<file path="config.mk">
export PLATFORM = sky130hd
export DESIGN_NAME = seq_divider
export DESIGN_NICKNAME = d
export VERILOG_FILES = /design/src/rtl/seq_divider.sv
export SDC_FILE = /design/constraint.sdc
export NUM_CORES = 1
export LEC_CHECK = 0
export CAP_MARGIN = 20
export CORE_UTILIZATION = 45
export CTS_CLUSTER_DIAMETER = 40
export CTS_CLUSTER_SIZE = 14
export DETAILED_ROUTE_END_ITERATION = 8
export PLACE_DENSITY_LB_ADDON = 0.3
export SLEW_MARGIN = 15
export SYNTH_ARGS = -nofsm -noshare
export SYNTH_HDL_FRONTEND = slang
export SYNTH_SLANG_ARGS = --single-unit
</file>
<file path="constraint.sdc">
create_clock -name clk -period 6.4 [get_ports clk]
set_input_delay 1.28 -clock clk [delete_from_list [all_inputs] [get_ports clk]]
set_output_delay 1.28 -clock clk [all_outputs]
set_load 0.005 [all_outputs]
</file>
<file path="src/rtl/seq_divider.sv">
// Multi-cycle unsigned restoring divider: one quotient bit per clock, MSB first.
// Results are registered and held until the next operation completes.
module seq_divider #(
    parameter int WIDTH = 4
) (
    input  logic             clk,
    input  logic             rst_n,
    input  logic             start,
    input  logic [WIDTH-1:0] A,
    input  logic [WIDTH-1:0] B,
    output logic [WIDTH-1:0] Q,
    output logic [WIDTH-1:0] R,
    output logic             busy,
    output logic             done,
    output logic             divByZero
);

    localparam int CW = $clog2(WIDTH + 1);

    typedef enum logic [1:0] {
        IDLE = 2'd0,
        RUN  = 2'd1,
        DONE = 2'd2
    } state_t;

    state_t state, state_nx;

    logic [WIDTH-1:0] dvd;
    logic [WIDTH-1:0] dvs;
    logic [WIDTH-1:0] rem_w;
    logic [WIDTH-1:0] quo_w;
    logic [CW-1:0]    cnt;

    logic             accept;
    logic             last_step;
    logic [WIDTH:0]   shifted;
    logic [WIDTH:0]   trial;
    logic             no_borrow;
    logic [WIDTH-1:0] rem_nx;
    logic [WIDTH-1:0] quo_nx;

    assign accept    = start && (state != RUN);
    assign last_step = (state == RUN) && (cnt == CW'(1));

    // rem_w < dvs holds throughout, so trial[WIDTH] is an exact borrow flag
    // even when the shifted remainder overflows WIDTH bits.
    always_comb begin
        shifted   = {rem_w, dvd[WIDTH-1]};
        trial     = shifted - {1'b0, dvs};
        no_borrow = ~trial[WIDTH];
        rem_nx    = no_borrow ? trial[WIDTH-1:0] : shifted[WIDTH-1:0];
        quo_nx    = {quo_w[WIDTH-2:0], no_borrow};
    end

    always_ff @(posedge clk or negedge rst_n) begin
        if (!rst_n) begin
            state <= IDLE;
        end else begin
            state <= state_nx;
        end
    end

    always_comb begin
        state_nx = state;
        busy     = 1'b0;
        done     = 1'b0;
        case (state)
            IDLE: begin
                if (start) state_nx = (B != '0) ? RUN : DONE;
            end
            RUN: begin
                busy = 1'b1;
                if (cnt == CW'(1)) state_nx = DONE;
            end
            DONE: begin
                done = 1'b1;
                if (start) state_nx = (B != '0) ? RUN : DONE;
                else       state_nx = IDLE;
            end
            default: state_nx = IDLE;
        endcase
    end

    always_ff @(posedge clk or negedge rst_n) begin
        if (!rst_n) begin
            dvd       <= '0;
            dvs       <= '0;
            rem_w     <= '0;
            quo_w     <= '0;
            cnt       <= '0;
            Q         <= '0;
            R         <= '0;
            divByZero <= 1'b0;
        end else if (accept) begin
            dvd   <= A;
            dvs   <= B;
            rem_w <= '0;
            quo_w <= '0;
            if (B != '0) begin
                cnt <= CW'(WIDTH);
            end else begin
                // Divide by zero completes immediately with a saturated quotient.
                cnt       <= '0;
                Q         <= '1;
                R         <= A;
                divByZero <= 1'b1;
            end
        end else if (state == RUN) begin
            dvd   <= {dvd[WIDTH-2:0], 1'b0};
            rem_w <= rem_nx;
            quo_w <= quo_nx;
            cnt   <= cnt - CW'(1);
            if (last_step) begin
                Q         <= quo_nx;
                R         <= rem_nx;
                divByZero <= 1'b0;
            end
        end
    end

endmodule

</file>
==> out/metrics.csv <==
metric;value;unit
setup_repair_after_global_routing_missed_its_margin;no;
design.die.area;0.00368;sq mm
final.hold.worst_slack;0.467;ns
dieWidth;60.7;um
setup.worst_path.class;input pin to register;
holdCritPathClass;register to register;
async_reset_ff_frac;1.00;
cts_max_path_buffers;2;
detail_route.vias_per_cell;5.17;
worst_path_dominant_cell_family;buffers and inverters;
slowest_delay;0.77;ns
cp_data_required_time;6.61;ns
htree_num_levels;2;
cts.sink_count;29;
starting_density_of_the_core;0.491;
cts_hold_buf;0;
synth.area.top_cells;sky130_fd_sc_hd__dfrtp_1 (47%), sky130_fd_sc_hd__nand2_1 (7.5%), sky130_fd_sc_hd__o21ai_0 (5.8%);
max_stage_delay_cell_worst_path;sky130_fd_sc_hd__nor2_1;
drt_first_iter_violations;41;
count_of_buffers_from_port_buffering;21;
timing.final.max_slew_violations;0;
worstMarginPinSlew;0.935;ns
finalWorstPathRequiredPeriod;3.23;ns
vias;1194;
yosys_warnings;0;
synth.yosys.seq_area_share;0.468;
power-per-cell-area;528;mW/mm^2
antennaDiodeCount;0;
postSynthNetCount;180;
grt_antenna_before_repair;0;
ioPinCount;22;
standard_cell_rows;20;
dp.final_hpwl;2470;um
synth_ff_type;sky130_fd_sc_hd__dfrtp_1;
sum_of_negative_setup_slack;0;ns
cts_setup_buffers;0;
drc;0;
crit_path_cell_trace;clkdlybuf4s50_1, inv_1, nor2_1, nor3_1, o21ai_0, a31oi_1;
die_h;60.7;um
vdd.ir_drop.worst;0.226;mV
kind_of_end_point_of_the_critical_path;register;
routability_congestion;0.880;
fmax;0.310;GHz
post_drt_wl_per_cell;14.3;um
worst-endpoint-arrival;3.43;ns
yosysUniqueCellTypes;38;
netlist_top_cells_count;sky130_fd_sc_hd__nand2_1 (31), sky130_fd_sc_hd__dfrtp_1 (29), sky130_fd_sc_hd__o21ai_0 (18), sky130_fd_sc_hd__nor2_1 (11), sky130_fd_sc_hd__inv_1 (10);
cap_viol_max_count;0;
route.final.wire_length;3290;um
regToRegSetupSlack;3.92;ns
leakage_power;0.842;nW
core-area;0.00315;sq mm
post-route-period-util;0.504;
first_pass_grt_wire_length;5680;um
nets;204;
drive_above_1_share;0.102;
syn_area;0.00155;sq mm
critPathBufInv;2;
first_global_vias;1211;
drtPass1Iterations;4;
cts_root_buffer;sky130_fd_sc_hd__clkbuf_4;
status;complete, no violations;
netlist.top_cell.by_area;sky130_fd_sc_hd__dfrtp_1;
grt_max_degree;30;
finClkSkew;0.00589;ns
postSynthRegisterBits;29;
synth_top_area_frac;0.468;
post_synthesis_average_cell_area;9.56;sq um
report.final.hold_viol_count;0;
synth-edff-count;0;
synthToLayoutAreaGrowth;19.3;%
post_cts_resize_count;0;
clk_pin_slew_worst_paths;0.09;ns
crit_path_max_fanout;16;
post_layout_nonfiller_instances;231;
cts_inserted_buffers;5;
synthesis.instances;162;
synth.most_common_cell;sky130_fd_sc_hd__nand2_1;
setup_viol;0;
track_usage;0.218;
place_inst;223;
clkLatencyLatePin;0.33;ns
ant_nets;0;
cts_tree;done;
timing.slew.headroom;0.375;
final_total_power;0.976;mW
critPathLaunchType;input pin;
grt_overflow_total;0;
-- where the power goes --
group / internal (mW) / total [mW] / switching (mW) / leakage [nW]
clock: 0.0417 / 0.105 / 0.0635 / 0.0320
sequential: 0.268 / 0.331 / 0.0629 / 0.354
combinational: 0.240 / 0.540 / 0.300 / 0.455
total: 0.549 / 0.976 / 0.427 / 0.842
-- state kept, by name (all words and copies together) (netlist names) --
register,flops
rem_w,4
divByZero,1
cnt,3
R,4
quo_w,3
Q,4
dvs,4
state,2
dvd,4
-- final cells by class --
class	instances	area, sq um
Inverter	11	41.3
Tap cell	44	55.1
Multi-Input combinational cell	117	757
Clock buffer	6	41.3
Timing Repair Buffer	22	218
Clock inverter	2	10.0
Sequential cell	29	726
Fill cell	298	1310
-- worst paths after layout --
| path | start | endpoint | cells after the start |
|---|---|---|---|
| worst max-delay path | start | R[0]$_DFFE_PN0P_ | 6 |
| worst min-delay path | state[1]$_DFFE_PN0P_ | state[1]$_DFFE_PN0P_ | 1 |
| worst max register to register | dvd[3]$_DFFE_PN0P_ | rem_w[2]$_DFFE_PN0P_ | 8 |
| worst min register to register | state[1]$_DFFE_PN0P_ | state[1]$_DFFE_PN0P_ | 1 |
| max in group asynchronous | rst_n | R[0]$_DFFE_PN0P_ | 2 |
| min in group asynchronous | rst_n | dvs[1]$_DFFE_PN0N_ | 2 |
-- worst reg2reg max path: stages (launching register included) --
cell	delay, ns
sky130_fd_sc_hd__dfrtp_1	0.42
sky130_fd_sc_hd__inv_1	0.07
sky130_fd_sc_hd__ha_1	0.22
sky130_fd_sc_hd__fa_1	0.41
sky130_fd_sc_hd__nand2b_2	0.21
sky130_fd_sc_hd__a21oi_4	0.25
sky130_fd_sc_hd__xor2_4	0.31
sky130_fd_sc_hd__mux2i_1	0.36
sky130_fd_sc_hd__o21ai_0	0.12
-- cells by family (layout without fill, tap and decap cells) --
kind of cell             count (synthesis)  count (layout)  share of synthesized area
AND/OR/NAND/NOR                         64              64                      0.202
adder cells (fa/ha/maj)                  7               7                     0.0614
buffers and inverters                   16              41                     0.0428
flip-flops                              29              29                      0.469
AO/OA/AOI/OAI                           36              36                      0.151
multiplexers                             7               7                     0.0452
XOR/XNOR                                 3               3                     0.0291
-- layout by cell type, fill, tap and decap left out, types with 2 or more instances in the layout --
cell                              count
sky130_fd_sc_hd__clkbuf_4             5
sky130_fd_sc_hd__a31oi_1              4
sky130_fd_sc_hd__clkinv_2             2
sky130_fd_sc_hd__a211o_1              2
sky130_fd_sc_hd__dfrtp_1             29
sky130_fd_sc_hd__nand2b_1             3
sky130_fd_sc_hd__nand3_1              5
sky130_fd_sc_hd__mux2i_1              7
sky130_fd_sc_hd__ha_1                 6
sky130_fd_sc_hd__nand2_1             31
sky130_fd_sc_hd__clkdlybuf4s50_1     21
sky130_fd_sc_hd__o21ai_0             18
sky130_fd_sc_hd__a21oi_1              5
sky130_fd_sc_hd__nor2b_1              2
sky130_fd_sc_hd__and3_1               2
sky130_fd_sc_hd__nand2b_2             2
sky130_fd_sc_hd__nor2_1              11
sky130_fd_sc_hd__inv_1               10
sky130_fd_sc_hd__nor3_1               2
-- per-stage QoR --
step / util / worst slack (ns) / area, sq um
6_report: 0.586 / 3.17 / 1850
3_5_place_dp: 0.570 / 2.87 / 1800
3_3_place_gp: 0.570 / 2.99 / 1800
2_1_floorplan: - / 3.96 / 1550
5_1_grt: 0.586 / 2.98 / 1850
4_1_cts: 0.586 / 3.19 / 1850
-- routing by layer --
metal  share of wire  wire length [um]  up-vias  global-route usage
li1                -                 -      600                   -
met1            0.45              1500      565               0.275
met2            0.49              1610       19               0.338
met3           0.038               126       10              0.0768
met4           0.020                65        0              0.0974
met5               0                 0        -                   0
Note: power is estimated with default switching activity, not from simulation.
==> patch 1, RTL diff (same flow settings) <==
Add an input register stage for `start`, `A` and `B`, cleared by the reset; this delays them by one clock.
--- a/src/rtl/seq_divider.sv
+++ b/src/rtl/seq_divider.sv
@@ -24,4 +24,20 @@
     } state_t;
 
+    logic start_q;
+    logic [WIDTH-1:0] A_q;
+    logic [WIDTH-1:0] B_q;
+
+    always_ff @(posedge clk or negedge rst_n) begin
+        if (!rst_n) begin
+            start_q <= '0;
+            A_q     <= '0;
+            B_q     <= '0;
+        end else begin
+            start_q <= start;
+            A_q     <= A;
+            B_q     <= B;
+        end
+    end
+
     state_t state, state_nx;
 
@@ -40,5 +56,5 @@
     logic [WIDTH-1:0] quo_nx;
 
-    assign accept    = start && (state != RUN);
+    assign accept    = start_q && (state != RUN);
     assign last_step = (state == RUN) && (cnt == CW'(1));
 
@@ -67,5 +83,5 @@
         case (state)
             IDLE: begin
-                if (start) state_nx = (B != '0) ? RUN : DONE;
+                if (start_q) state_nx = (B_q != '0) ? RUN : DONE;
             end
             RUN: begin
@@ -75,5 +91,5 @@
             DONE: begin
                 done = 1'b1;
-                if (start) state_nx = (B != '0) ? RUN : DONE;
+                if (start_q) state_nx = (B_q != '0) ? RUN : DONE;
                 else       state_nx = IDLE;
             end
@@ -93,9 +109,9 @@
             divByZero <= 1'b0;
         end else if (accept) begin
-            dvd   <= A;
-            dvs   <= B;
+            dvd   <= A_q;
+            dvs   <= B_q;
             rem_w <= '0;
             quo_w <= '0;
-            if (B != '0) begin
+            if (B_q != '0) begin
                 cnt <= CW'(WIDTH);
             end else begin
@@ -103,5 +119,5 @@
                 cnt       <= '0;
                 Q         <= '1;
-                R         <= A;
+                R         <= A_q;
                 divByZero <= 1'b1;
             end
Check against the original RTL: not equivalent (a bounded check fails within 4 cycles, from zero or initial values and one cycle with rst_n low).
==> patch 1 against the original RTL <==
- area after synthesis grew 12%
- power up 7.3%
- count of clock-buffer cells in the layout stayed put
- clock skew rose by 0.0041 ns
- sequential cell count increased by 9
- worst setup slack lost 0.29 ns
- routed wire length fell by 1.2%
- design area is 12% higher
- largest cell class is now registers
- highest routed layer unchanged
==> patch 1: results (changes against the original RTL) <==
GRT
  – Global Route Usage Sum: 19.2% (was 21.8%)
  – First-pass GRT wire length: 5850 um (was 5680 um)
  – Vias in the first global route: 1,265 (was 1,211)
  – Largest net degree at the start of global routing: 39 (was 30)

Setup path
  – R2R Path End: R[3] (was rem_w[2])
  – Reg2reg setup slack: 4.00 ns (was 3.92 ns)
  – Worst Setup EP: busy (was R[0])
  – Crit-path max FO: 17 (was 16)
  – Critical Path Start: state[0] (was start)

Synthesis
  – Synth Net Count: 175 (was 180)
  – Mux cell area share after synthesis: 5.48% (was 4.52%)
  – Most frequent cells after synthesis: dfrtp_1 (38), nor2_1 (15), nand2_1 (13) (was nand2_1 (31), dfrtp_1 (29), o21ai_0 (18), nor2_1 (11), inv_1 (10))
  – Sequential share of the synthesized area: 54.8% (was 46.8%)
  – Top post-synthesis cells by area: dfrtp_1 (55%), ha_1 (4.3%), nor2_1 (3.2%), mux2i_1 (2.9%), nand2b_1 (2.9%) (was dfrtp_1 (47%), nand2_1 (7.5%), o21ai_0 (5.8%), ha_1 (4.8%), mux2i_1 (4.5%))
  – Netlist cell types: 37 (was 38)
  – Adder-Cell Fraction of Synth Area: 5.48% (was 6.14%)
  – Synth Area in Compound Gates: 14.9% (was 15.1%)

Placed design
  – Pre-CTS setup slack: 3.22 ns (was 2.87 ns)
  – Placed instance area: 0.00197 sq mm (was 0.00180 sq mm)
  – Dpl hpwl: 2410 um (was 2470 um)

Clock tree
  – Worst skew pair latency: 0.28 ns (was 0.33 ns)
  – Root buffer cell: clkbuf_8 (was clkbuf_4)
  – CTS clk-pin slew, worst paths: 0.07 ns (was 0.09 ns)

Drt
  – Routed vias: 1,222 (was 1,194)
  – Wirelength per Cell: 14.3 um (about the same)
  – 1st-iter DRT viols: 47 (was 41)

Layout
  – Nets: 197 (was 204)

STA
  – Worst setup margin: 2.88 ns (was 3.17 ns)
  – Final setup skew: 0.0100 ns (was 0.00589 ns)

Pwr
  – Static Leak: 0.908 nW (was 0.842 nW)
  – VDD IR max: 0.229 mV (was 0.226 mV)

Worst hold path
  – Hold wc startpoint: Q[1] (was state[1])

Run status
  – Outcome: finished, final reports clean (unchanged)
[patch 1: changes by cell type after synthesis, moves of 4 or more]
cell      unedited run  this run
o21ai_0             18         8
mux2_2               0         4
nand2_1             31        13
nor2_1              11        15
dfrtp_1             29        38
nand2b_1             3         8
[patch 1: routing by layer]
metal	global-route usage, %	part of all wire [%]	up-vias
met5	0	0	-
met4	5.83	0.83	0
met2	31.5	51	20
met1	24.7	45	616
met3	5.36	3.1	4
li1	-	-	582
[patch 1: area by class of cell]
type                    count  area, sq um
clock inverters             2         13.8
inverters                   9         33.8
fillers                   336         1630
repair buffers             21          205
multi-input cells         104          724
well taps                  48         60.1
clock buffers               6         72.6
flip-flops and latches     38          951
[patch 1: critical path: stages (launching register included)]
cell and delay, ns:
dfrtp_1 0.39, nand2b_1 0.43, clkinv_1 0.55, clkdlybuf4s50_1 0.58
[patch 1: kinds of logic after synthesis]
kind of cell	Yosys count
DFF	38
muxes	9
xor gates and xnor gates	3
and+or+nand+nor	51
adders and majority gates	7
buffers and inverters	15
AOI/OAI and AO/OA	34
[patch 1: worst min path at each step]
stage                   to  slack, ns  depth (start not counted)
CTS                   Q[1]       0.49                          1
finish                Q[1]       0.49                          1
global route          Q[2]       0.52                          1
global placement      Q[1]       0.47                          1
floorplan           dvd[1]       0.45                          2
detailed placement    Q[1]       0.48                          1
[patch 1: through the flow]
stage	hold WS (ns)	total power, mW	instances	util (%)
final	0.492	1.05	228	55.9
after floorplan	0.449	0.741	157	-
after global placement	0.473	0.875	220	53.5
after global routing	0.517	1.14	228	55.9
after CTS	0.493	1.06	228	55.9
after detailed placement	0.477	0.901	220	53.5
[patch 1: report_power, final]
group          leakage [nW]  switching [mW]  total [mW]  internal, mW
logic                 0.405           0.256       0.497         0.242
registers             0.458          0.0653       0.396         0.331
clock network        0.0452          0.0775       0.154        0.0767
==> patch 2, RTL diff (same flow settings) <==
Made on the original files. Change the parameter `WIDTH` from 4 to 8.
--- a/src/rtl/seq_divider.sv
+++ b/src/rtl/seq_divider.sv
@@ -2,5 +2,5 @@
 // Results are registered and held until the next operation completes.
 module seq_divider #(
-    parameter int WIDTH = 4
+    parameter int WIDTH = 8
 ) (
     input  logic             clk,
Ports: changed (resized A, B, Q and R); port bits go from 22 to 38. The function was not compared with the original's and may differ.
==> patch 2 against the original RTL <==
- non-clock buffer count grew 18
- area after synthesis grew 78%
- critical path depth shrank 2
- synthesized cell count grew 75%
- power grew 87%
- design area grew 79%
- largest power group unchanged
- routed wire length grew 75%
- clock skew grew 0.0065 ns
- worst setup slack lost 0.40 ns
- sequential cell count grew 25
==> patch 2: results (changes against the original RTL) <==
Pwr
  – Static Leak: 1.49 nW (was 0.842 nW)
  – Clock Power: 0.276 mW (was 0.105 mW)
  – Sequential cell power: 0.592 mW (was 0.331 mW)
  – VDD IR max: 0.220 mV (was 0.226 mV)
  – Switching power total: 0.720 mW (was 0.427 mW)

Setup path
  – WP data arrival: 2.35 ns (was 3.43 ns)
  – Critical R2R Launch: dvd[7] (was dvd[3])
  – Worst reg2reg path depth: 10 (was 8)
  – Crit-path max FO: 32 (was 16)
  – Reg2reg setup slack: 3.52 ns (was 3.92 ns)
  – Worst path slowest cell: clkdlybuf4s50_1 (was nor2_1)
  – CP max stage delay: 0.64 ns (was 0.77 ns)
  – R2R Path End: R[5] (was rem_w[2])

Worst hold path
  – HP Class: register to register (unchanged)
  – Worst Hold End: state[1] (unchanged)

Synthesis
  – Sequential share of the synthesized area: 49.1% (was 46.8%)
  – Top post-synthesis cells by area: dfrtp_1 (49%), nand2_1 (7.5%), mux2i_1 (6.2%), o21ai_0 (4.9%), ha_1 (4.5%) (was dfrtp_1 (47%), nand2_1 (7.5%), o21ai_0 (5.8%), ha_1 (4.8%), mux2i_1 (4.5%))
  – Synth Net Count: 314 (was 180)
  – Netlist cell types: 44 (was 38)
  – Most frequent cells after synthesis: nand2_1 (55), dfrtp_1 (54), o21ai_0 (27), mux2i_1 (17), nand3_1 (17) (was nand2_1 (31), dfrtp_1 (29), o21ai_0 (18), nor2_1 (11), inv_1 (10))

Drt
  – Wirelength per Cell: 14.6 um (was 14.3 um)
  – Met1 WL: 2660 um (was 1500 um)
  – TritonRoute pass-1 iters: 6 (was 4)
  – Routed vias: 2,142 (was 1,194)
  – Routed length on met2: 2750 um (was 1610 um)
  – WL met3: 274 um (was 126 um)
  – 1st-iter DRT viols: 152 (was 41)

Placed design
  – GPL Wtd Cong: 0.806 (was 0.880)
  – Number of port buffers: 37 (was 21)
  – Dpl hpwl: 4010 um (was 2470 um)

Clock tree
  – Root buffer cell: clkbuf_8 (was clkbuf_4)
  – Worst skew pair latency: 0.30 ns (was 0.33 ns)
  – Clock Path Buffers: 2 (unchanged)

GRT
  – Global Route Usage Sum: 19.7% (was 21.8%)
  – Largest net degree at the start of global routing: 55 (was 30)
  – First-pass GRT wire length: 9750 um (was 5680 um)
  – Met3 Resource Use GR: 3.86% (was 7.68%)
  – GR Util met1: 25.8% (was 27.5%)
  – Grt met2 use: 32.6% (was 33.8%)

STA
  – Final setup skew: 0.0123 ns (was 0.00589 ns)
  – Slew @ Worst Pin: 0.757 ns (was 0.935 ns)

Layout
  – Share of cells above drive strength 1: 6.90% (was 10.2%)
  – # fillers: 507 (was 298)

Run status
  – Outcome: finished, final reports clean (unchanged)
## patch 2: through the flow
| step | std cells | power (mW) | hold WS (ns) | instance area, sq um | setup WS [ns] |
|---|---|---|---|---|---|
| 3_3_place_gp | 386 | 1.52 | 0.444 | 3160 | 2.72 |
| 6_report | 394 | 1.82 | 0.453 | 3310 | 2.77 |
| 2_1_floorplan | 284 | 1.28 | 0.426 | 2750 | 3.66 |
| 4_1_cts | 394 | 1.83 | 0.459 | 3310 | 2.76 |
| 5_1_grt | 394 | 1.97 | 0.507 | 3310 | 2.58 |
| 3_5_place_dp | 386 | 1.54 | 0.446 | 3160 | 2.65 |
## patch 2: kinds of logic after synthesis
family	after synthesis	share of synthesized area (%)
flip-flops	54	49.1
adder cells (fa/ha/maj)	11	5.27
buffers and inverters	27	4.45
AND/OR/NAND/NOR	106	17.5
XOR/XNOR	6	1.91
AO/OA/AOI/OAI	62	15.2
multiplexers	18	6.59
## patch 2: cell type report
| cell class | instances | area (sq um) | area share [%] |
|---|---|---|---|
| inverter | 14 | 52.6 | 1.59 |
| timing repair buffer | 40 | 388 | 11.7 |
| clock buffer | 6 | 82.6 | 2.50 |
| sequential | 54 | 1350 | 40.9 |
| clock inverter | 2 | 60.1 | 1.82 |
| tap | 75 | 93.8 | 2.84 |
| multi-input combinational | 203 | 1280 | 38.7 |
## patch 2: how the worst max path moves through the flow
| stage | slack, ns | to | cells after the start | startpoint |
|---|---|---|---|---|
| after floorplan | 3.66 | Q[1] | 6 | B[5] |
| after global placement | 2.72 | Q[3] | 6 | start |
| after detailed placement | 2.65 | Q[1] | 6 | start |
| after CTS | 2.76 | busy | 4 | state[0] |
| after global routing | 2.58 | busy | 4 | state[0] |
| final | 2.77 | busy | 4 | state[0] |
